## src/rtl/mux_demux_pkg.sv

```systemverilog
// Shared types and defaults for the TDM mux/demux link.
package mux_demux_pkg;
   localparam int unsigned N_SLOTS_DEF = 8;
   typedef logic [2:0] sel_t;
   typedef logic [7:0] frame_t;
endpackage

```

## src/rtl/tdm_slot_counter.sv

```systemverilog
// Wrapping slot counter; sync forces the next slot to 1 because the sync bit itself occupies slot 0.
module tdm_slot_counter #(
   parameter int unsigned N_SLOTS = 8,
   localparam int unsigned SEL_W = $clog2(N_SLOTS)
) (
   input  logic             clk_i,
   input  logic             rst_ni,
   input  logic             inc,
   input  logic             load1,
   output logic [SEL_W-1:0] slot,
   output logic             last
);

   always_ff @(posedge clk_i) begin
      if (!rst_ni) begin
         slot <= '0;
      end else if (load1) begin
         slot <= SEL_W'(1);
      end else if (inc) begin
         slot <= slot + SEL_W'(1);
      end
   end

   assign last = (slot == SEL_W'(N_SLOTS - 1));

endmodule

```

## src/rtl/tdm_demux_1_to_8.sv

```systemverilog
// Receive side of the 8:1 TDM link: assembles serial bits into frames behind a
// 1-deep valid/ready output register.
module tdm_demux_1_to_8
   import mux_demux_pkg::*;
#(
   parameter int unsigned N_SLOTS = N_SLOTS_DEF,
   localparam int unsigned SEL_W = $clog2(N_SLOTS)
) (
   input  logic               clk_i,
   input  logic               rst_ni,
   input  logic               bit_i,
   input  logic               bit_valid_i,
   input  logic               sync_i,
   output logic [N_SLOTS-1:0] d_o,
   output logic               d_valid_o,
   input  logic               d_ready_i,
   output logic [SEL_W-1:0]   slot_o,
   output logic               overrun_o,
   output logic               sync_err_o
);

   logic [N_SLOTS-1:0] asm_q;
   logic [SEL_W-1:0]   slot;
   logic               last;
   logic               load1;
   logic               out_free;

   assign load1    = sync_i & bit_valid_i;
   assign out_free = ~d_valid_o | d_ready_i;
   assign slot_o   = slot;

   tdm_slot_counter #(
      .N_SLOTS(N_SLOTS)
   ) u_slot_counter (
      .clk_i (clk_i),
      .rst_ni(rst_ni),
      .inc   (bit_valid_i),
      .load1 (load1),
      .slot  (slot),
      .last  (last)
   );

   always_ff @(posedge clk_i) begin
      if (!rst_ni) begin
         asm_q      <= '0;
         d_o        <= '0;
         d_valid_o  <= 1'b0;
         overrun_o  <= 1'b0;
         sync_err_o <= 1'b0;
      end else begin
         overrun_o  <= 1'b0;
         sync_err_o <= 1'b0;
         if (d_valid_o && d_ready_i) begin
            d_valid_o <= 1'b0;
         end
         if (bit_valid_i) begin
            if (sync_i) begin
               // Sync wins over completion, so a sync on the last slot never emits a frame.
               asm_q      <= '0;
               asm_q[0]   <= bit_i;
               sync_err_o <= (slot != '0);
            end else begin
               asm_q[slot] <= bit_i;
               if (last) begin
                  if (out_free) begin
                     d_o       <= {bit_i, asm_q[N_SLOTS-2:0]};
                     d_valid_o <= 1'b1;
                  end else begin
                     overrun_o <= 1'b1;
                  end
               end
            end
         end
      end
   end

endmodule

```

## config.mk

```make
export PLATFORM = sky130hd
export DESIGN_NAME = tdm_demux_1_to_8
export DESIGN_NICKNAME = d
export VERILOG_FILES = /design/src/rtl/mux_demux_pkg.sv /design/src/rtl/tdm_slot_counter.sv /design/src/rtl/tdm_demux_1_to_8.sv
export SDC_FILE = /design/constraint.sdc
export NUM_CORES = 1
export LEC_CHECK = 0
export ABC_AREA = 0
export CAP_MARGIN = 20
export CELL_PAD_IN_SITES_DETAIL_PLACEMENT = 1
export CELL_PAD_IN_SITES_GLOBAL_PLACEMENT = 1
export CORE_UTILIZATION = 33
export CTS_CLUSTER_SIZE = 8
export DETAILED_ROUTE_END_ITERATION = 16
export PLACE_DENSITY_LB_ADDON = 0.1
export REMOVE_ABC_BUFFERS = 1
export SKIP_LAST_GASP = 1
export SLEW_MARGIN = 20
export SYNTH_ARGS = -nofsm -noshare
export SYNTH_HDL_FRONTEND = slang
export SYNTH_SLANG_ARGS = --single-unit
```

## constraint.sdc

```tcl
create_clock -name clk_i -period 1.45 [get_ports clk_i]
set_input_delay 0.145 -clock clk_i [delete_from_list [all_inputs] [get_ports clk_i]]
set_output_delay 0.145 -clock clk_i [all_outputs]
set_load 0.05 [all_outputs]
```

==> flow_summary.yaml <==
run_status:
  status: "finished clean"
global_route:
  grt_max_degree: 19
  track_usage_pct: 16.4
  grt_overflow: 0
  grt_first_pass_wirelength_microns: 3500
  grt_pass1_vias: 756
  antenna_found_initial: 0
worst_setup_path:
  end_kind: "register"
  r2r_cells: 6
  cp_top_family: "flip-flops"
  cp.buffers_inverters: 1
  r2r_setup_slack_ns: 0.09
  worstPathMaxFanout: 8
  setup.worst_path.class: "register to register"
  max_stage_delay_ns: 0.35
  crit_arrival_ns: 1.61
  critPathSlowestCell: "dfxtp_1"
  r2r-end: "d_o[5]$_SDFFE_PN0P_"
  required_ns: 1.70
  crit_chain: "ha_1, ha_2, nand3b_1, a21oi_4, buf_12, mux2i_1"
  r2r-start: "u_slot_counter.slot[1]$_SDFFE_PP0P_"
  startpoint_type: "register"
logic_synthesis:
  ys_seq_elements: 21
  synth_enable_flop_cells: 0
  synth_cell_types: 29
  synth_most_common_cell: "dfxtp_1"
  synth-seq-area-share_pct: 45.0
  synthCells: 98
  synth-main-ff-cell: "dfxtp_1"
  yosys.area.top_type: "dfxtp_1"
  ys_async_sr_fraction_pct: 0
  synth_common_cells: "21 x dfxtp_1, 18 x nand2_1, 11 x mux2i_1"
  synth_top_area_share_pct: 45.0
  synth_area_leaders: "dfxtp_1 45%, mux2i_1 12%, nand2_1 7.2%"
  yosysWarningCount: 0
  syn_area_per_cell_sq_um: 9.52
  netlist_area_sq_um: 933
clock_tree:
  cts_setup_buffers: 0
  cts_tree: "done"
  htreeDepth: 1
  clock_sinks: 21
  cts_inserted_buffers: 3
  cts_hold_buf: 0
  cts_root_buf: "clkbuf_4"
  clk_pin_slew_ns: 0.13
  clockBufferDepth: 2
  clk_latency_ns: 0.31
placement:
  port-buffer-count: 19
  place_ws_ns: -0.122
  postPlaceCellArea_sq_mm: 0.00125
  dpl.hpwl_microns: 1690
  gp_routability_congestion: 0.739
  dpl.cell_count: 154
pwr:
  clkPwrFrac_pct: 29.0
  power_switching_share_pct: 27.3
  intPower_uw: 757
  comb_power_share_pct: 14.5
  p_sw_uw: 284
  power.density_mw_per_mm2: 814
  ir_worst_vdd_uv: 429
  power_leakage_nw: 0.518
  power_frac_seq_pct: 56.5
route:
  drt_iter0_drc: 5
  drt-pass1-iter-count: 4
  vias: 810
  drt_wl_total_microns: 2250
  antenna_left: 0
  wl_per_cell_microns: 14.2
  via_per_inst: 5.13
  drc: 0
sta:
  hold_ws_ns: 0.468
  hold_violations: 0
  tightest_slew_ns: 0.319
  report.final.slew_viol_count: 0
  setup_viol: 0
  min_period_ns: 1.36
  period_share_pct: 93.8
  relSlewSlack_pct: 78.5
  fmax_ghz: 0.735
  layout_setup_ws_ns: 0.0902
  skew_ns: 0.00362
  rsz0062_at_grt: "no"
final_layout:
  fill_cells: 307
  drive_gt1_share_pct: 28.1
  nNetsFinal: 138
  areaGrowthSynthToFinish_pct: 37.1
  diodes: 0
  design_area_sq_mm: 0.00128
  fin_cells: 158
floorplanning:
  design.core.area_sq_mm: 0.00257
  io_pins: 20
  die_h_microns: 55.2
  die_area_sq_mm: 0.00305
  die_w_microns: 55.2
  initial_utilization_pct: 36.4
  rows: 18
worst_hold_path:
  hold_depth: 2
  hold_path_end: "d_o[1]$_SDFFE_PN0P_"
  holdCritPathClass: "register to register"
  hold_start: "asm_q[1]$_SDFFE_PN0P_"
flow_run:
  drv_cap: 0
power by group through the flow:
stage                     logic [mW]  clock network [mW]  registers (mW)
after floorplan               0.0404                   0           0.623
after global placement         0.147                   0           0.601
after detailed placement       0.152                   0           0.601
after CTS                      0.153               0.310           0.588
after global routing           0.162               0.329           0.590
final                          0.151               0.302           0.589
registers in the layout (all words and copies together) (netlist names):
register / flops
asm_q: 7
u_slot_counter.slot: 3
overrun_o: 1
d_valid_o: 1
sync_err_o: 1
d_o: 8
cell usage in the layout (no fill, tap or decap), drive strengths merged, types with 2 or more instances in the layout:
| master | n |
|---|---|
| buf | 26 |
| dfxtp | 21 |
| nand2 | 18 |
| mux2i | 11 |
| inv | 5 |
| nor2 | 5 |
| clkdlybuf4s50 | 5 |
| o21ai | 3 |
| clkbuf | 3 |
| a21oi | 3 |
| ha | 3 |
| nor2b | 2 |
| a31oi | 2 |
| nand2b | 2 |
| o22ai | 2 |
| nor3 | 2 |
| a21boi | 2 |
| nand3b | 2 |
how the worst max path moves through the flow:
stage	start	endpoint	slack, ns	cells past startpoint
6_report	u_slot_counter.slot[1]$_SDFFE_PP0P_	d_o[5]$_SDFFE_PN0P_	0.09	6
4_1_cts	u_slot_counter.slot[0]$_SDFFE_PN0P_	d_o[5]$_SDFFE_PN0P_	0.06	6
3_3_place_gp	bit_valid_i	asm_q[0]$_SDFFE_PN0P_	-0.07	4
2_1_floorplan	u_slot_counter.slot[1]$_SDFFE_PP0P_	d_o[0]$_SDFFE_PN0P_	-0.40	5
5_1_grt	u_slot_counter.slot[1]$_SDFFE_PP0P_	d_o[3]$_SDFFE_PN0P_	0.002	6
3_5_place_dp	bit_valid_i	asm_q[3]$_SDFFE_PN0P_	-0.12	6
per-layer routing:
layer	vias to the layer above	track usage [%]	routed length, microns
met3	2	3.01	99
met4	0	6.67	17
met5	-	0	0
met1	396	22.5	1100
met2	16	25.1	1030
li1	396	-	-
cell families after synthesis:
group | count (synthesis) | synth area share [%]
and+or+nand+nor | 34 | 18.6
buffers and inverters | 10 | 5.23
AOI/OAI and AO/OA | 19 | 15.3
DFF | 21 | 45.0
muxes | 11 | 11.8
adders and majority gates | 3 | 4.02
final cells by class:
class                           count  area (sq um)  area share [%]
Tap cell                           30          37.5            2.93
Clock inverter                      1          5.00           0.391
Sequential cell                    21           422            32.9
Inverter                            5          18.8            1.47
Clock buffer                        3          22.5            1.76
Timing Repair Buffer               31           308            24.0
Multi-Input combinational cell     67           467            36.5
through the flow:
stage	TNS (ns)	utilization [%]	power, mW
after floorplan	-3.36	-	0.663
after detailed placement	-0.462	48.6	0.753
after global placement	-0.230	48.6	0.748
after CTS	0	49.7	1.05
after global routing	0	49.9	1.08
final	0	49.9	1.04
worst register-to-register path: cells and delay by family (launching register included):
| family | cells | cell delay (ns) |
|---|---|---|
| buffers and inverters | 1 | 0.14 |
| adder cells (fa/ha/maj) | 2 | 0.32 |
| flip-flops | 1 | 0.35 |
| AO/OA/AOI/OAI | 1 | 0.17 |
| multiplexers | 1 | 0.18 |
| AND/OR/NAND/NOR | 1 | 0.13 |
what timing repair did:
item / CTS / global route
setup endpoints to repair: 0 / 5
endpoints found under the hold margin: 0 / 0
resized for setup: 0 / 2
(Power assumes the default switching activity.)
